`src/rtl/uart_xmtr.sv`:
```
// Byte-FIFO fed UART transmitter producing 8N1 frames on uart_sout.
// Define UART_XMTR_PARITY_EN to add an even-parity bit (8E1 frames).
module uart_xmtr #(
  parameter int CLKS_PER_BIT = 16,
  parameter int FIFO_DEPTH   = 16
) (
  input  logic                          clock,
  input  logic                          reset_n,
  input  logic [7:0]                    tx_data,
  input  logic                          tx_valid,
  output logic                          tx_ready,
  output logic                          uart_sout,
  output logic                          busy,
  output logic [$clog2(FIFO_DEPTH):0]   fifo_count
);

  localparam int PTR_W = $clog2(FIFO_DEPTH);
  localparam int CNT_W = $clog2(CLKS_PER_BIT);
  localparam logic [CNT_W-1:0] BAUD_LOAD = CNT_W'(CLKS_PER_BIT - 1);
  localparam logic [PTR_W:0]   FIFO_FULL = (PTR_W + 1)'(FIFO_DEPTH);

  localparam logic [2:0] S_IDLE   = 3'd0;
  localparam logic [2:0] S_START  = 3'd1;
  localparam logic [2:0] S_DATA   = 3'd2;
`ifdef UART_XMTR_PARITY_EN
  localparam logic [2:0] S_PARITY = 3'd3;
`endif
  localparam logic [2:0] S_STOP   = 3'd4;

  logic [7:0]       r_mem [FIFO_DEPTH];
  logic [PTR_W-1:0] r_wr_ptr;
  logic [PTR_W-1:0] r_rd_ptr;
  logic [PTR_W:0]   r_count;
  logic [2:0]       r_state;
  logic [CNT_W-1:0] r_baud;
  logic [2:0]       r_bit_idx;
  logic [7:0]       r_shift;
  logic             r_sout;
`ifdef UART_XMTR_PARITY_EN
  logic             r_parity;
`endif

  logic       w_push;
  logic       w_pop;
  logic       w_baud_done;
  logic       w_fifo_empty;
  logic [7:0] w_head;

  assign w_fifo_empty = (r_count == '0);
  assign w_baud_done  = (r_baud == '0);
  assign w_head       = r_mem[r_rd_ptr];
  assign w_push       = tx_valid && tx_ready;
  // The head is taken when idle, or at the last cycle of a stop bit so frames abut.
  assign w_pop        = !w_fifo_empty &&
                        ((r_state == S_IDLE) || ((r_state == S_STOP) && w_baud_done));

  assign tx_ready   = (r_count != FIFO_FULL);
  assign busy       = (r_state != S_IDLE) || !w_fifo_empty;
  assign fifo_count = r_count;
  assign uart_sout  = r_sout;

  always_ff @(posedge clock) begin
    if (w_push) begin
      r_mem[r_wr_ptr] <= tx_data;
    end
  end

  always_ff @(posedge clock or negedge reset_n) begin
    if (!reset_n) begin
      r_wr_ptr <= '0;
      r_rd_ptr <= '0;
      r_count  <= '0;
    end else begin
      if (w_push) r_wr_ptr <= r_wr_ptr + 1'b1;
      if (w_pop)  r_rd_ptr <= r_rd_ptr + 1'b1;
      case ({w_push, w_pop})
        2'b10:   r_count <= r_count + 1'b1;
        2'b01:   r_count <= r_count - 1'b1;
        default: r_count <= r_count;
      endcase
    end
  end

  always_ff @(posedge clock or negedge reset_n) begin
    if (!reset_n) begin
      r_state   <= S_IDLE;
      r_baud    <= '0;
      r_bit_idx <= '0;
      r_shift   <= '0;
      r_sout    <= 1'b1;
`ifdef UART_XMTR_PARITY_EN
      r_parity  <= 1'b0;
`endif
    end else begin
      case (r_state)
        S_IDLE: begin
          r_sout <= 1'b1;
          if (w_pop) begin
            r_shift <= w_head;
`ifdef UART_XMTR_PARITY_EN
            r_parity <= ^w_head;
`endif
            r_baud  <= BAUD_LOAD;
            r_state <= S_START;
            r_sout  <= 1'b0;
          end
        end
        S_START: begin
          if (w_baud_done) begin
            r_baud    <= BAUD_LOAD;
            r_bit_idx <= '0;
            r_state   <= S_DATA;
            r_sout    <= r_shift[0];
          end else begin
            r_baud <= r_baud - 1'b1;
          end
        end
        S_DATA: begin
          if (w_baud_done) begin
            r_baud <= BAUD_LOAD;
            if (r_bit_idx == 3'd7) begin
`ifdef UART_XMTR_PARITY_EN
              r_state <= S_PARITY;
              r_sout  <= r_parity;
`else
              r_state <= S_STOP;
              r_sout  <= 1'b1;
`endif
            end else begin
              r_shift   <= r_shift >> 1;
              r_bit_idx <= r_bit_idx + 3'd1;
              r_sout    <= r_shift[1];
            end
          end else begin
            r_baud <= r_baud - 1'b1;
          end
        end
`ifdef UART_XMTR_PARITY_EN
        S_PARITY: begin
          if (w_baud_done) begin
            r_baud  <= BAUD_LOAD;
            r_state <= S_STOP;
            r_sout  <= 1'b1;
          end else begin
            r_baud <= r_baud - 1'b1;
          end
        end
`endif
        S_STOP: begin
          if (w_baud_done) begin
            if (w_pop) begin
              r_shift <= w_head;
`ifdef UART_XMTR_PARITY_EN
              r_parity <= ^w_head;
`endif
              r_baud  <= BAUD_LOAD;
              r_state <= S_START;
              r_sout  <= 1'b0;
            end else begin
              r_state <= S_IDLE;
              r_sout  <= 1'b1;
            end
          end else begin
            r_baud <= r_baud - 1'b1;
          end
        end
        default: begin
          r_state <= S_IDLE;
          r_sout  <= 1'b1;
        end
      endcase
    end
  end

endmodule

```
`config.mk`:
```
export PLATFORM = sky130hd
export DESIGN_NAME = uart_xmtr
export DESIGN_NICKNAME = d
export VERILOG_FILES = /design/src/rtl/uart_xmtr.sv
export SDC_FILE = /design/constraint.sdc
export NUM_CORES = 1
export LEC_CHECK = 0
export ABC_CLOCK_PERIOD_IN_PS = 4490
export CAP_MARGIN = 10
export CORE_MARGIN = 8
export CORE_UTILIZATION = 50
export DETAILED_ROUTE_END_ITERATION = 7
export PLACE_DENSITY_LB_ADDON = 0.05
export SKIP_CTS_REPAIR_TIMING = 1
export SLEW_MARGIN = 20
export SYNTH_ARGS = -nofsm -noshare
export SYNTH_HDL_FRONTEND = slang
export SYNTH_SLANG_ARGS = --single-unit
```
`constraint.sdc`:
```
create_clock -name clock -period 4.49 [get_ports clock]
set_clock_uncertainty 0.15 [all_clocks]
set_input_delay 1.1225 -clock clock [delete_from_list [all_inputs] [get_ports clock]]
set_output_delay 1.1225 -clock clock [all_outputs]
set_load 0.005 [all_outputs]
```
Word level (Yosys, flattened, before mapping). Memory sizes are Yosys's and may differ from the RTL's. Cells that the tools add are included.

Flip-flop bits (word level): 32. Bits in writable memories: 128. Input bits: 11. Output and inout bits: 8. Word-level logic and storage cells: 76. Memories kept: 1.

Add/subtract/negate cells: 6. Equality and inequality tests: 13. Muxes and demuxes: 29. Reductions and logical operators: 19.

Memories: r_mem (depth 16, bits a word 8, read ports 1, clocked after Yosys merged registers in 0, wr ports 1, RTL line 30) `logic [7:0] r_mem [FIFO_DEPTH];`.

Operators by type and width (count): $mux 8 (4); $mux 3 (8); $pmux 8 s3 (1); $mux 4 (3); $ne 2x2->1 const B (6); $pmux 3 s4 (1); $pmux 4 s3 (1); $pmux 5 s2 (1); $reduce_bool 3->1 (3); $add 4x1->4 const B (2); $mux 1 (8); $reduce_and 4->1 (2); $eq 3x3->1 const B (2); $pmux 3 s2 (1); $add 5x1->5 const B (1); $logic_not 5->1 (1); $ne 5x5->1 const B (1); $reduce_and 5->1 (1); $sub 5x1->5 const B (1); $logic_not 4->1 (1); $pmux 1 s4 (1); $reduce_bool 2->1 (2); $sub 4x1->4 const B (1); $add 3x1->3 const B (1); other kinds (10) (13).

Longest topological paths before layout.
Depth in word-level cells: 7. Depth in mapped cells: 15. Gate-level depth less buffers: 13.

Worst setup path after synthesis. No wires, ideal clock.

Kind: in2reg. From: input tx_valid. To: register r_count[4] (netlist: fifo_count[4]). Setup time: 0.080 ns. Data arrival time: 3.052 ns. Data required time: 4.260 ns. Slack: 1.209 ns. Stages on the path: 10. Path buffers: 2. Path through: and2_1 -> clkbuf_1 -> inv_1 -> ha_1 -> clkbuf_1 -> xor2_1 -> ha_1 -> or4bb_1 -> o32ai_1 -> xor2_1.

Cells in the longest elaborated chain, start to end: 3. Elaborated cells between the ends (all ways): 5. Those cells by class: 2 x eq/ne; 1 x mux; 2 x reduce/logical.

RTL lines: from (decl) (RTL line 10) `input logic tx_valid,`; $logic_and 1x1->1 (*) (RTL line 52) `assign w_push = tx_valid && tx_ready;`; $eq 2x1->1 / $eq 2x2->1 (equally long branches) (RTL line 76) `case ({w_push, w_pop})`; $pmux 5 s2 / $reduce_bool 2->1 (equally long branches); to (signal assigned) (RTL line 77) `2'b10: r_count <= r_count + 1'b1;`; to (signal assigned) (RTL line 78) `2'b01: r_count <= r_count - 1'b1;`; to (signal assigned) (RTL line 79) `default: r_count <= r_count;`; to (decl) (RTL line 33) `logic [PTR_W:0] r_count;`.

Mark *: on every way between the ends. The rest lies on a longest branch, timed or not. A chain may end at the register's enable or synchronous reset.

Final worst setup path.
From: register r_baud[0]. To: register r_count[4] (netlist: fifo_count[4]).

Cells in the longest elaborated chain, start to end: 6. Elaborated cells between the ends (all ways): 8. Those cells by class: 2 x eq/ne; 1 x mux; 5 x reduce/logical.

RTL lines: from (decl) (RTL line 35) `logic [CNT_W-1:0] r_baud;`; from (signal assigned) (RTL line 115) `r_baud <= r_baud - 1'b1;`; from (signal assigned) (RTL line 135) `r_baud <= r_baud - 1'b1;`; from (signal assigned) (RTL line 164) `r_baud <= r_baud - 1'b1;`; $logic_not 4->1 (*) (RTL line 50) `assign w_baud_done = (r_baud == '0);`; $logic_and 1x1->1 (*) (RTL line 55) `((r_state == S_IDLE) || ((r_state == S_STOP) && w_baud_done));`; $logic_or 1x1->1 (*) (RTL line 55); $logic_and 1x1->1 (*) (RTL line 54) `assign w_pop = !w_fifo_empty &&`; via w_pop (RTL line 44) `logic w_pop;`; $eq 2x1->1 / $eq 2x2->1 (equally long branches) (RTL line 76); $pmux 5 s2 / $reduce_bool 2->1 (equally long branches).

The timed path passes the listed nets; every way through them passes the cells marked *.

==> out/results.tsv <==
stage	metric	value	unit
outcome	outcome	finished clean	
detailed_routing	WL/cell	21.4	um
sta	Slew @ Worst Pin	1.02	ns
clock_tree	Clk Latency, worst-skew pair	0.42	ns
pwr	VDD IR-drop max	0.384	mV
clock_tree	Clock Tree Root	clkbuf_16	
setup_path	cells along the critical path	inv_1, ha_1, or3b_1, a21o_1, nor2_4, ha_1, xor2_1, ha_1, or4bb_1, o32ai_1, xor2_1	
clock_tree	CTS tree	built	
die	die width	132	um
sta	final hold viol count	0	
setup_path	Critical Path End Type	register	
detailed_routing	ANT nets after route	0	
yosys	synth warn	0	
cells_and_area	share of cells above drive strength 1	19.9	%
worst_hold_path	Hold Startpoint	uart_sout	
sta	Slew HR	31.8	%
global_route	first-pass GRT wire length	21.0	mm
sta	Fmax	283	MHz
setup_path	RR Endpoint	fifo_count[4]	
yosys	post-synthesis cell count	403	
setup_path	CP max-delay cell	or3b_1	
yosys	synthesized area	6740	um^2
yosys	Post-synth ARST share	20.0	%
yosys	syn_area_per_cell	16.7	um^2
clock_tree	clk sinks	160	
sta	pins over their slew limit	0	
cells_and_area	commonest cells after routing, fill and taps aside	edfxtp_1 (128), mux4_2 (32), dfrtp_1 (30), nor2_1 (21), nand2_1 (20)	
die	core area	13200	um^2
clock_tree	Reg clk slew, reported paths	0.06	ns
cells_and_area	flip-flop and latch area	4650	um^2
global_route	Total GRT Usage	16.3	%
cells_and_area	Synth-to-Final Area Change	14.6	%
sta	Fin Setup TNS	0	ns
yosys	ys flop type	edfxtp_1	
die	Die H	132	um
detailed_routing	Via Count	3507	
cells_and_area	final-layout fill cell count	1045	
setup_path	Worst R2R Path Depth	11	
setup_path	CP max stage delay	0.52	ns
detailed_routing	First-pass DRT Iterations	4	
die	Starting Density	51.1	%
setup_path	CP Class	register to register	
sta	count of final setup violators	0	
place	RePlAce Congestion	0.771	
setup_path	Worst Path Max Fanout	10	
setup_path	R2R Path Start	r_baud[0]	
sta	period utilization	78.8	%
yosys	Distinct cells, synth	55	
yosys	EDFF count, synth	128	
sta	minimum clock period	3.54	ns
die	num rows	42	
setup_path	critical path required time	4.68	ns
yosys	register area share after synthesis	69.0	%
worst_hold_path	hold endpoint	uart_sout	
global_route	largest net degree at the start of global routing	23	
global_route	antenna violations before repair	0	
clock_tree	H-Tree Depth	4	
place	Final HPWL DP	8.51	mm
clock_tree	CTS Buffer Depth	2	
flow_run	max_cap viols	0	
place	port buffer count	18	
place	placed insts	587	
detailed_routing	drc violations	0	
detailed_routing	drt total wl	13.3	mm
global_route	vias in the first global route	3557	
worst_hold_path	hold depth	2	
cells_and_area	# nets final	453	
die	die area	17400	um^2
die	IO Pins	19	
clock_tree	CTS Buf Count	17	
global_route	gr ovfl total	0	
cells_and_area	fin cells	619	
yosys	Seq cells post-synth	160	
pwr	leakage power	2.67	nW
setup_path	CP arrival	3.73	ns
setup_path	most frequent CP cell	ha_1	
setup_path	CP Launch Type	register	
cells_and_area	diodes inserted	0	
sta	RSZ-0062 raised after global routing	no	
cells_and_area	most common cell after layout, fill and taps aside	edfxtp_1	
detailed_routing	Vias/cell	5.67	
yosys	syn nets	426	
worst_hold_path	worst hold-check path type	register to register	
pwr	power density cells	644	nW/um^2
cells_and_area	multi-input logic area	1930	um^2
detailed_routing	initial DRC count	305	
setup_path	r2r setup slk	0.95	ns
[layer usage]
| metal | vias to the layer above | wire length [um] | global-route usage [%] |
|---|---|---|---|
| met5 | - | 0 | 0 |
| met4 | 0 | 195 | 6.25 |
| met3 | 12 | 573 | 3.81 |
| met2 | 57 | 6600 | 25.3 |
| met1 | 1813 | 5900 | 21.7 |
| li1 | 1625 | - | - |
[area by class of cell]
| cell class | instances | share of cell area (%) |
|---|---|---|
| repair buffers | 31 | 3.60 |
| clock inverters | 15 | 2.25 |
| well taps | 176 | 2.85 |
| multi-input cells | 208 | 25.0 |
| flip-flops and latches | 160 | 60.2 |
| inverters | 12 | 0.584 |
| clock buffers | 17 | 5.51 |
[cell families (layout without fill, tap and decap cells)]
family                   after synthesis  in the layout  share of synthesized area, %
adder cells (fa/ha/maj)               12             12                          2.23
XOR/XNOR                              13             13                          1.69
buffers and inverters                 35             75                          2.49
multiplexers                          36             36                          11.3
AO/OA/AOI/OAI                         69             69                          7.28
flip-flops                           160            160                          69.0
AND/OR/NAND/NOR                       78             78                          6.04
[power by group]
part	total, mW	internal, mW	switching (mW)
Clock	1.46	0.915	0.548
Sequential	2.14	1.86	0.279
Combinational	1.37	0.679	0.691
Total	4.97	3.45	1.52
[through the flow]
stage	setup slack, ns	cell area (um^2)	utilization, %	hold slack (ns)	power (mW)
2_1_floorplan	1.21	6740	-	0.322	3.15
3_3_place_gp	0.823	7120	54.0	0.340	3.52
3_5_place_dp	0.739	7120	54.0	0.341	3.56
4_1_cts	0.952	7720	58.5	0.354	5.03
5_1_grt	0.685	7720	58.5	0.391	5.26
6_report	0.952	7720	58.5	0.356	4.97
[state kept, by name, summed over array words and instances (netlist names)]
signal,flops
fifo_count,5
r_baud,4
r_bit_idx,3
r_mem,128
r_rd_ptr,4
r_shift,8
r_state,3
r_wr_ptr,4
uart_sout,1
[synth_stat cells, types with 2 or more instances]
library cell / instances / share of area [%]
a211oi_1: 5 / 0.56
xor2_1: 6 / 0.78
and2_1: 2 / 0.19
xnor2_1: 7 / 0.91
a31oi_1: 2 / 0.19
o22ai_1: 2 / 0.19
mux2_2: 2 / 0.33
nor2b_1: 3 / 0.28
a21oi_2: 3 / 0.39
inv_1: 12 / 0.67
nor3_1: 11 / 0.82
nand4_1: 2 / 0.19
dfrtp_1: 31 / 12
o21ai_0: 8 / 0.59
edfxtp_1: 128 / 57
nand2b_1: 4 / 0.37
ha_1: 12 / 2.2
clkbuf_1: 11 / 0.61
nor3b_1: 2 / 0.22
nor2_1: 21 / 1.2
a21oi_1: 17 / 1.3
buf_2: 5 / 0.37
buf_1: 3 / 0.17
mux2i_1: 2 / 0.30
a211oi_2: 3 / 0.56
a21o_1: 3 / 0.33
nor2_4: 2 / 0.33
nand2_1: 20 / 1.1
mux4_2: 32 / 11
buf_6: 2 / 0.33
a22oi_1: 16 / 1.8
[critical path: cells and delay by family (launching register included)]
family	cells	cell delay, ns
compound gates	2	0.43
xor+xnor	2	0.37
fa+ha+maj	3	0.78
buf+inv	1	0.09
flops	1	0.41
simple gates	3	1.22
[worst max path at each step]
| stage | start | endpoint | depth (start not counted) |
|---|---|---|---|
| after global routing | r_baud[0] | fifo_count[4] | 11 |
| after CTS | r_baud[0] | fifo_count[4] | 11 |
| after floorplan | tx_valid | fifo_count[4] | 10 |
| after global placement | tx_valid | fifo_count[4] | 9 |
| final | r_baud[0] | fifo_count[4] | 11 |
| after detailed placement | tx_valid | fifo_count[4] | 9 |
Note: power is estimated with default switching activity, not from simulation.
